`src/rtl/urna_pkg.sv`:
```
// Shared definitions for the voting keypad front-end and the vote FSM.
package urna_pkg;

    localparam int NUM_KEYS = 10;

    typedef enum logic [2:0] {
        StIdle      = 3'd0,
        StDebounce  = 3'd1,
        StHeld      = 3'd2,
        StRelease   = 3'd3,
        StWaitClear = 3'd4
    } key_state_t;

    localparam logic [3:0] DIG_0 = 4'd0;
    localparam logic [3:0] DIG_1 = 4'd1;
    localparam logic [3:0] DIG_2 = 4'd2;
    localparam logic [3:0] DIG_3 = 4'd3;
    localparam logic [3:0] DIG_4 = 4'd4;
    localparam logic [3:0] DIG_5 = 4'd5;
    localparam logic [3:0] DIG_6 = 4'd6;
    localparam logic [3:0] DIG_7 = 4'd7;
    localparam logic [3:0] DIG_8 = 4'd8;
    localparam logic [3:0] DIG_9 = 4'd9;

    // Two-digit candidate codes consumed by the vote FSM.
    localparam logic [3:0] C1_FIRST  = DIG_1;
    localparam logic [3:0] C1_SECOND = DIG_3;
    localparam logic [3:0] C2_FIRST  = DIG_2;
    localparam logic [3:0] C2_SECOND = DIG_7;

    // OR of the indices of all set bits; only meaningful when exactly one bit is set.
    function automatic logic [3:0] onehot_to_bin(input logic [NUM_KEYS-1:0] oh);
        logic [3:0] idx;
        idx = '0;
        for (int k = 0; k < NUM_KEYS; k++) begin
            if (oh[k]) idx = idx | 4'(k);
        end
        return idx;
    endfunction

endpackage

```
`src/rtl/urna_debounce.sv`:
```
// Level debouncer: output follows the input once it has disagreed for DEB_CYCLES cycles.
module urna_debounce #(
    parameter int DEB_CYCLES = 16
) (
    input  logic clk,
    input  logic rst_n,
    input  logic in,
    output logic out
);

    localparam int CW = $clog2(DEB_CYCLES + 1);

    logic [CW-1:0] cnt;

    always_ff @(posedge clk or negedge rst_n) begin
        if (!rst_n) begin
            cnt <= '0;
            out <= 1'b0;
        end else if (in == out) begin
            cnt <= '0;
        end else if (cnt == CW'(DEB_CYCLES - 1)) begin
            out <= in;
            cnt <= '0;
        end else begin
            cnt <= cnt + CW'(1);
        end
    end

endmodule

```
`src/rtl/urna_teclado.sv`:
```
// Keypad front-end: synchronises and debounces digit keys, finish and swap switches,
// and emits one digit/valid pulse per clean single-key press.
module urna_teclado
    import urna_pkg::*;
#(
    parameter int DEB_CYCLES  = 16,
    parameter int SYNC_STAGES = 2
) (
    input  logic                clk,
    input  logic                rst_n,
    input  logic [NUM_KEYS-1:0] raw_key,
    input  logic                raw_finish,
    input  logic                raw_swap,
    output logic [3:0]          digit,
    output logic                valid,
    output logic                finish,
    output logic                swap,
    output logic                key_error
);

    localparam int CW = $clog2(DEB_CYCLES + 1);
    localparam int SW = NUM_KEYS + 2;

    logic [SW-1:0]       sync_q [SYNC_STAGES];
    logic [NUM_KEYS-1:0] key_s;
    logic                fin_s;
    logic                swp_s;

    always_ff @(posedge clk or negedge rst_n) begin
        if (!rst_n) begin
            for (int i = 0; i < SYNC_STAGES; i++) sync_q[i] <= '0;
        end else begin
            sync_q[0] <= {raw_swap, raw_finish, raw_key};
            for (int i = 1; i < SYNC_STAGES; i++) sync_q[i] <= sync_q[i-1];
        end
    end

    assign key_s = sync_q[SYNC_STAGES-1][NUM_KEYS-1:0];
    assign fin_s = sync_q[SYNC_STAGES-1][NUM_KEYS];
    assign swp_s = sync_q[SYNC_STAGES-1][NUM_KEYS+1];

    urna_debounce #(
        .DEB_CYCLES(DEB_CYCLES)
    ) u_deb_finish (
        .clk  (clk),
        .rst_n(rst_n),
        .in   (fin_s),
        .out  (finish)
    );

    urna_debounce #(
        .DEB_CYCLES(DEB_CYCLES)
    ) u_deb_swap (
        .clk  (clk),
        .rst_n(rst_n),
        .in   (swp_s),
        .out  (swap)
    );

    key_state_t          state;
    logic [CW-1:0]       cnt;
    logic [3:0]          cand;
    logic [NUM_KEYS-1:0] cand_onehot;
    logic                single_key;
    logic                multi_key;

    assign cand_onehot = {{(NUM_KEYS-1){1'b0}}, 1'b1} << cand;
    assign single_key  = ($countones(key_s) == 1);
    assign multi_key   = ($countones(key_s) > 1);

    always_ff @(posedge clk or negedge rst_n) begin
        if (!rst_n) begin
            state     <= StIdle;
            cnt       <= '0;
            cand      <= '0;
            digit     <= '0;
            valid     <= 1'b0;
            key_error <= 1'b0;
        end else begin
            valid     <= 1'b0;
            key_error <= 1'b0;
            unique case (state)
                StIdle: begin
                    if (single_key) begin
                        cand  <= onehot_to_bin(key_s);
                        cnt   <= CW'(1);
                        state <= StDebounce;
                    end else if (multi_key) begin
                        key_error <= 1'b1;
                        state     <= StWaitClear;
                    end
                end
                StDebounce: begin
                    if (key_s == cand_onehot) begin
                        if (cnt == CW'(DEB_CYCLES)) begin
                            // Presses accepted while voting is finished are swallowed.
                            if (!finish) begin
                                valid <= 1'b1;
                                digit <= cand;
                            end
                            cnt   <= '0;
                            state <= StHeld;
                        end else begin
                            cnt <= cnt + CW'(1);
                        end
                    end else begin
                        cnt   <= '0;
                        state <= StIdle;
                    end
                end
                StHeld, StWaitClear: begin
                    if (key_s == '0) begin
                        cnt   <= CW'(1);
                        state <= StRelease;
                    end
                end
                StRelease: begin
                    if (key_s != '0) begin
                        cnt <= CW'(1);
                    end else if (cnt == CW'(DEB_CYCLES)) begin
                        cnt   <= '0;
                        state <= StIdle;
                    end else begin
                        cnt <= cnt + CW'(1);
                    end
                end
                default: state <= StIdle;
            endcase
        end
    end

endmodule
```
`config.mk`:
```
export PLATFORM = sky130hd
export DESIGN_NAME = urna_teclado
export DESIGN_NICKNAME = d
export VERILOG_FILES = /design/src/rtl/urna_pkg.sv /design/src/rtl/urna_debounce.sv /design/src/rtl/urna_teclado.sv
export SDC_FILE = /design/constraint.sdc
export NUM_CORES = 1
export LEC_CHECK = 0
export ABC_AREA = 1
export BUFFER_PORTS_ARGS = -buffer_cell sky130_fd_sc_hd__buf_4
export CAP_MARGIN = 40
export CORE_MARGIN = 4
export CORE_UTILIZATION = 25
export DETAILED_ROUTE_END_ITERATION = 6
export PLACE_DENSITY = 0.46
export REMOVE_ABC_BUFFERS = 1
export SYNTH_ARGS = -nofsm -noshare
export SYNTH_HDL_FRONTEND = slang
export SYNTH_SLANG_ARGS = --single-unit
```
`constraint.sdc`:
```
create_clock -name clk -period 4.65 [get_ports clk]
set_clock_uncertainty 0.05 [all_clocks]
set_input_delay 0.93 -clock clk [delete_from_list [all_inputs] [get_ports clk]]
set_output_delay 0.93 -clock clk [all_outputs]
set_load 0.05 [all_outputs]
```
=== Yosys cells after proc, flatten, opt, wreduce, memory -nomap -nowiden ===
Cells that the tools add are included.

* Bits in registers: 54
* Output and inout bits: 8

* Eq/ne operators: 17
* $lt $le $gt $ge: 1
* $add $sub $neg: 12
* Multiplexer cells: 34
* Shift-type cells: 1
* Reduce and logical (&&, ||, !) cells: 11
* Bitwise operators: 3

{| class="wikitable"
|+ Operators by type and width
! operator !! count
|-
| $mux 5 || 9
|-
| $mux 3 || 11
|-
| $eq 32x2->1 const B || 1
|-
| $pmux 5 s4 || 1
|-
| $add 5x1->5 const B || 3
|-
| $pmux 3 s4 || 1
|-
| $add 1x1->2 || 5
|-
| $eq 10x10->1 || 1
|-
| $eq 5x4->1 const B || 2
|-
| $logic_not 10->1 || 1
|-
| $reduce_bool 10->1 || 1
|-
| $shl 1x4->10 const A || 1
|-
| $mux 1 || 8
|-
| $mux 4 || 2
|-
| $ne 2x2->1 const B || 4
|-
| $add 2x2->3 || 2
|-
| $eq 3x2->1 const B || 2
|-
| $ne 3x3->1 const B || 2
|-
| $reduce_and 2->1 || 3
|-
| $add 4x2->5 || 1
|-
| $eq 5x5->1 const B || 1
|-
| $gt 5x1->1 const B || 1
|-
| $reduce_and 5->1 || 1
|-
| $add 3x3->4 || 1
|-
| other kinds (10) || 14
|}

=== Longest topological paths before layout ===
* Word-level depth: 9
* Gate-level depth with buffers: 18
* Mapped depth without buffers: 18

=== Cells and area by module ===
From an unflattened synthesis, not the netlist that was laid out.

* Cells, all modules: 319
* Area total of the unflattened synthesis: 2657.5 µm²

{| class="wikitable"
|+ Modules (own cells, without submodules)
! module !! area an instance (µm²) !! cells an instance !! sequential area each (µm²) !! times used
|-
| urna_teclado || 2112.0 || 253 || 1051.0 || 1
|-
| urna_debounce || 272.8 || 33 || 150.1 || 2
|}

=== Least setup slack after synthesis ===
No wires, ideal clock.

* Path type: register to register
* Start point: register sync_q, in the netlist key_s[0]
* End point: register state[0]
* Stages on the path, launching flop included: 18
* Slack: 1.176 ns
* Setup time: 0.065 ns
* Arrival time: 3.359 ns
* Cells stage by stage: dfrtp_1 -> fa_1 -> fa_1 -> inv_1 -> fa_1 -> inv_1 -> ha_1 -> inv_1 -> fa_1 -> o21a_1 -> nand2_1 -> nor2_1 -> inv_1 -> nor2_1 -> inv_1 -> nand2_1 -> nand3_1 -> nand2_1

* Word-level cells in the longest chain between the ends: 7
* Elaborated cells between the ends (all ways): 17

{| class="wikitable"
|+ Ends and longest elaborated chain
! element !! line !! text
|-
| from (decl) || urna_teclado.sv:24 || <nowiki>logic [SW-1:0] sync_q [SYNC_STAGES];</nowiki>
|-
| $add 1x1->2 (not written as such) || urna_teclado.sv:68, urna_teclado.sv:69 ||
|-
| $add 2x2->3 (not written as such) || urna_teclado.sv:68, urna_teclado.sv:69 ||
|-
| $add 3x3->4 (not written as such) || urna_teclado.sv:68, urna_teclado.sv:69 ||
|-
| $add 4x2->5 (not written as such) || urna_teclado.sv:68, urna_teclado.sv:69 ||
|-
| $gt 5x1->1 or $eq 32x2->1 (tied branches) || urna_teclado.sv:69, urna_teclado.sv:68 ||
|-
| $ne 3x3->1 (no source line) or $mux 3 (tied branches) || n/a ||
|-
| $reduce_and 5->1 (no source line) or $pmux 3 s4 (tied branches) || n/a ||
|-
| to (signal assigned) || urna_teclado.sv:73 || <nowiki>state <= StIdle;</nowiki>
|-
| to (signal assigned) || urna_teclado.sv:87 || <nowiki>state <= StDebounce;</nowiki>
|-
| to (signal assigned) || urna_teclado.sv:90 || <nowiki>state <= StWaitClear;</nowiki>
|-
| to (decl) || urna_teclado.sv:60 || <nowiki>key_state_t state;</nowiki>
|}

Parallel ways exist; a longest one is shown, timed or not.
A chain may end at the register's enable or synchronous reset.

=== Worst setup path after layout ===
Ends and elaborated chain as after synthesis.

==> run summary <==
run status: completed
average wire per standard cell: 10.77 µm
Crit. End Element: register
Setup WS pre-CTS: 956.5 ps
P&R area growth vs syn: 15.91%
max_cap viols: 0
global routing's busiest layer: met2
via count: 1877
Port Buffers: 21
largest net degree at the start of global routing: 55
Power Dens Cells: 432.6 mW/mm²
GR Layer Usage met2: 13.39%
Ys Warns: 0
initial antenna violation count: 0
P_leak: 1.570 nW
Net Sw Frac: 39.88%
Initial Utilization: 25.86%
leading area contributor after synthesis: dfrtp_1
Total Wirelength: 5030 µm
share of the synthesized area in the top cell type: 50.40%
final setup fails: 0
Die ar.: 0.01245 mm²
asr flop ratio synth: 100.0%
P_sw: 536.2 µW
RD Place Congestion: 0.8252
Reg2Reg Launch Point: key_s[0]
hold endpoint: key_s[2]
synthesized area: 0.002681 mm²
GRT Total Usage: 8.917%
drc violations: 0
first drt pass iteration count: 4
Netlist cell types: 29
total congestion overflow: 0
Final Power: 1.344 mW
violation count after the first detailed-route iteration: 109
Synth area leaders: dfrtp_1 (50%), nand2_1 (11%), inv_1 (6.0%), fa_1 (4.5%), nor2_1 (4.1%)
CTS Buffer Depth: 2
via-per-instance ratio: 4.019
row cnt: 37
Final Cycle Share: 79.50%
CP Max Fanout: 7
Post-synth EDFFs: 0
Avg Cell Area, Syn: 8.879 µm²
worst vdd ir: 143.4 µV
HP Start: sync_q[14]
Worst Path Required: 4850 ps
Clk pwr share: 20.5%
Worst-Skew Late Latency: 310 ps
Mapped Cells: 302
sequential power share: 43.4%
worst hold path type: reg2reg
top_reg_cell synth: dfrtp_1
hold path depth: 0
number of synthesized register bits: 54
Setup Fix Bufs, Post-CTS: 0
Ant. Diodes: 0
Max Clock Freq: 270.5 MHz
actual slew at the worst max-slew pin: 665.3 ps
nets@finish: 357
die width: 111.6 µm
Placed Cells incl. Taps: 459
CP Launch Type: register
# IOs: 22
fin crit period: 3697 ps
# resized after CTS: 0
R2R depth: 17
Int Power: 808.2 µW
share of layout cells above drive strength 1: 18.13%
setup slack, reg-to-reg: 950 ps
CORE AREA: 0.01037 mm²
Final WS setup: 953.1 ps
root buffer cell: clkbuf_8
Clock transition at path regs: 100 ps
reg2reg end: state[0]
most frequent cell after synthesis: nand2_1
CP arrival: 3900 ps
cts bufs inserted: 5
Max-slew headroom: 55.65%
met3 usage: 2.826%
Detail Placement HPWL: 3872 µm
Sink Count: 54
top post-synthesis cells by count: nand2_1 (78), dfrtp_1 (54), inv_1 (43)
CTS tree: built
# H-tree levels: 2
Final ANT Viol Nets: 0
M1 GR Usage: 12.50%
Die Y: 111.6 µm
critical path type: reg2reg
vias in the first global route: 1916
combinational share of power: 36.1%
post-route insts no fill: 467
TNS Setup: 0 ps
Hold Vio Cnt, Final: 0
first-pass GRT wire length: 9094 µm
RSZ-0062 raised after global routing: no
CTS Hold Bufs: 0
Seq/Total Area, Yosys: 50.40%
max-slew violation count: 0
metrics by stage:
| stage | hold slack [ps] | cell area (µm²) | util (%) |
|---|---|---|---|
| after floorplan | 281.2 | 2681 | - |
| after global placement | 283.8 | 3009 | 29.02 |
| after detailed placement | 285.8 | 3009 | 29.02 |
| after CTS | 309.0 | 3108 | 29.97 |
| after global routing | 313.0 | 3108 | 29.97 |
| final | 303.2 | 3108 | 29.97 |
critical path, cell delays in order, from the launching register on:
cell and delay [ps]:
dfrtp_1 430, fa_1 510, fa_1 520, inv_1 50
fa_1 420, inv_1 60, ha_1 150, inv_1 50
fa_1 470, o21a_1 110, nand2_1 60, nor2_1 80
inv_1 50, nor2_1 290, inv_1 130, nand2_1 80
nand3_1 70, nand2_1 60
per-layer routing:
metal | up-vias | wire, µm | part of all wire, %
li1 | 987 | - | -
met1 | 844 | 2604 | 52
met2 | 40 | 2156 | 43
met3 | 6 | 208 | 4.1
met4 | 0 | 60 | 1.2
met5 | - | 0 | 0
flip-flops by register name (all words and copies together), names as in the netlist, 3 cells and up:
signal,cells
sync_q,12
key_s,10
cnt,5
u_deb_finish.cnt,5
u_deb_swap.cnt,5
cand,4
digit,4
state,3
final cells by class:
type                            instances  area, µm²
Timing Repair Buffer                   21      157.7
Clock buffer                            6      82.58
Inverter                               49      183.9
Clock inverter                          2      16.27
Multi-Input combinational cell        199       1146
Fill cell                            1104       7262
Tap cell                              136      170.2
Sequential cell                        54       1351
cells in the final DEF (no fill, tap or decap), types with 2 or more instances in the layout:
| cell | synthesis | final |
|---|---|---|
| nand2_1 | 78 | 78 |
| dfrtp_1 | 54 | 54 |
| inv_1 | 43 | 43 |
| nor2_1 | 29 | 29 |
| nand3_1 | 21 | 21 |
| buf_4 | 0 | 21 |
| o21ai_0 | 8 | 8 |
| nor2_2 | 8 | 8 |
| nand2_2 | 8 | 8 |
| ha_1 | 7 | 7 |
| fa_1 | 6 | 6 |
| clkbuf_8 | 0 | 6 |
| inv_2 | 5 | 5 |
| o21ai_1 | 5 | 5 |
| xor2_1 | 4 | 4 |
| xnor2_1 | 3 | 3 |
| a21oi_1 | 3 | 3 |
| nor3_1 | 3 | 3 |
| nor2_4 | 3 | 3 |
| and3_1 | 2 | 2 |
| mux2_2 | 2 | 2 |
cell families after synthesis:
logic type,Yosys count,synth area share (%)
flip-flops,54,50.40
AND/OR/NAND/NOR,157,27.72
multiplexers,2,0.8399
buffers and inverters,49,6.859
AO/OA/AOI/OAI,20,4.153
XOR/XNOR,7,2.287
adder cells (fa/ha/maj),13,7.746
worst max-delay path by stage:
stage / from / to / slack [ps] / cells past startpoint
6_report: key_s[0] / state[0] / 950 / 17
5_1_grt: key_s[0] / state[0] / 580 / 17
4_1_cts: key_s[0] / state[0] / 940 / 17
3_5_place_dp: key_s[0] / state[0] / 960 / 17
3_3_place_gp: key_s[0] / state[0] / 1040 / 17
2_1_floorplan: key_s[0] / state[0] / 1180 / 17
power groups by stage:
| stage | logic (mW) | registers [mW] | clock network, mW |
|---|---|---|---|
| CTS | 0.492 | 0.584 | 0.291 |
| global route | 0.571 | 0.594 | 0.315 |
| floorplan | 0.364 | 0.590 | 0 |
| detailed placement | 0.492 | 0.592 | 0 |
| global placement | 0.493 | 0.593 | 0 |
| finish | 0.485 | 0.583 | 0.276 |
Power figures use the tool's default switching activity.
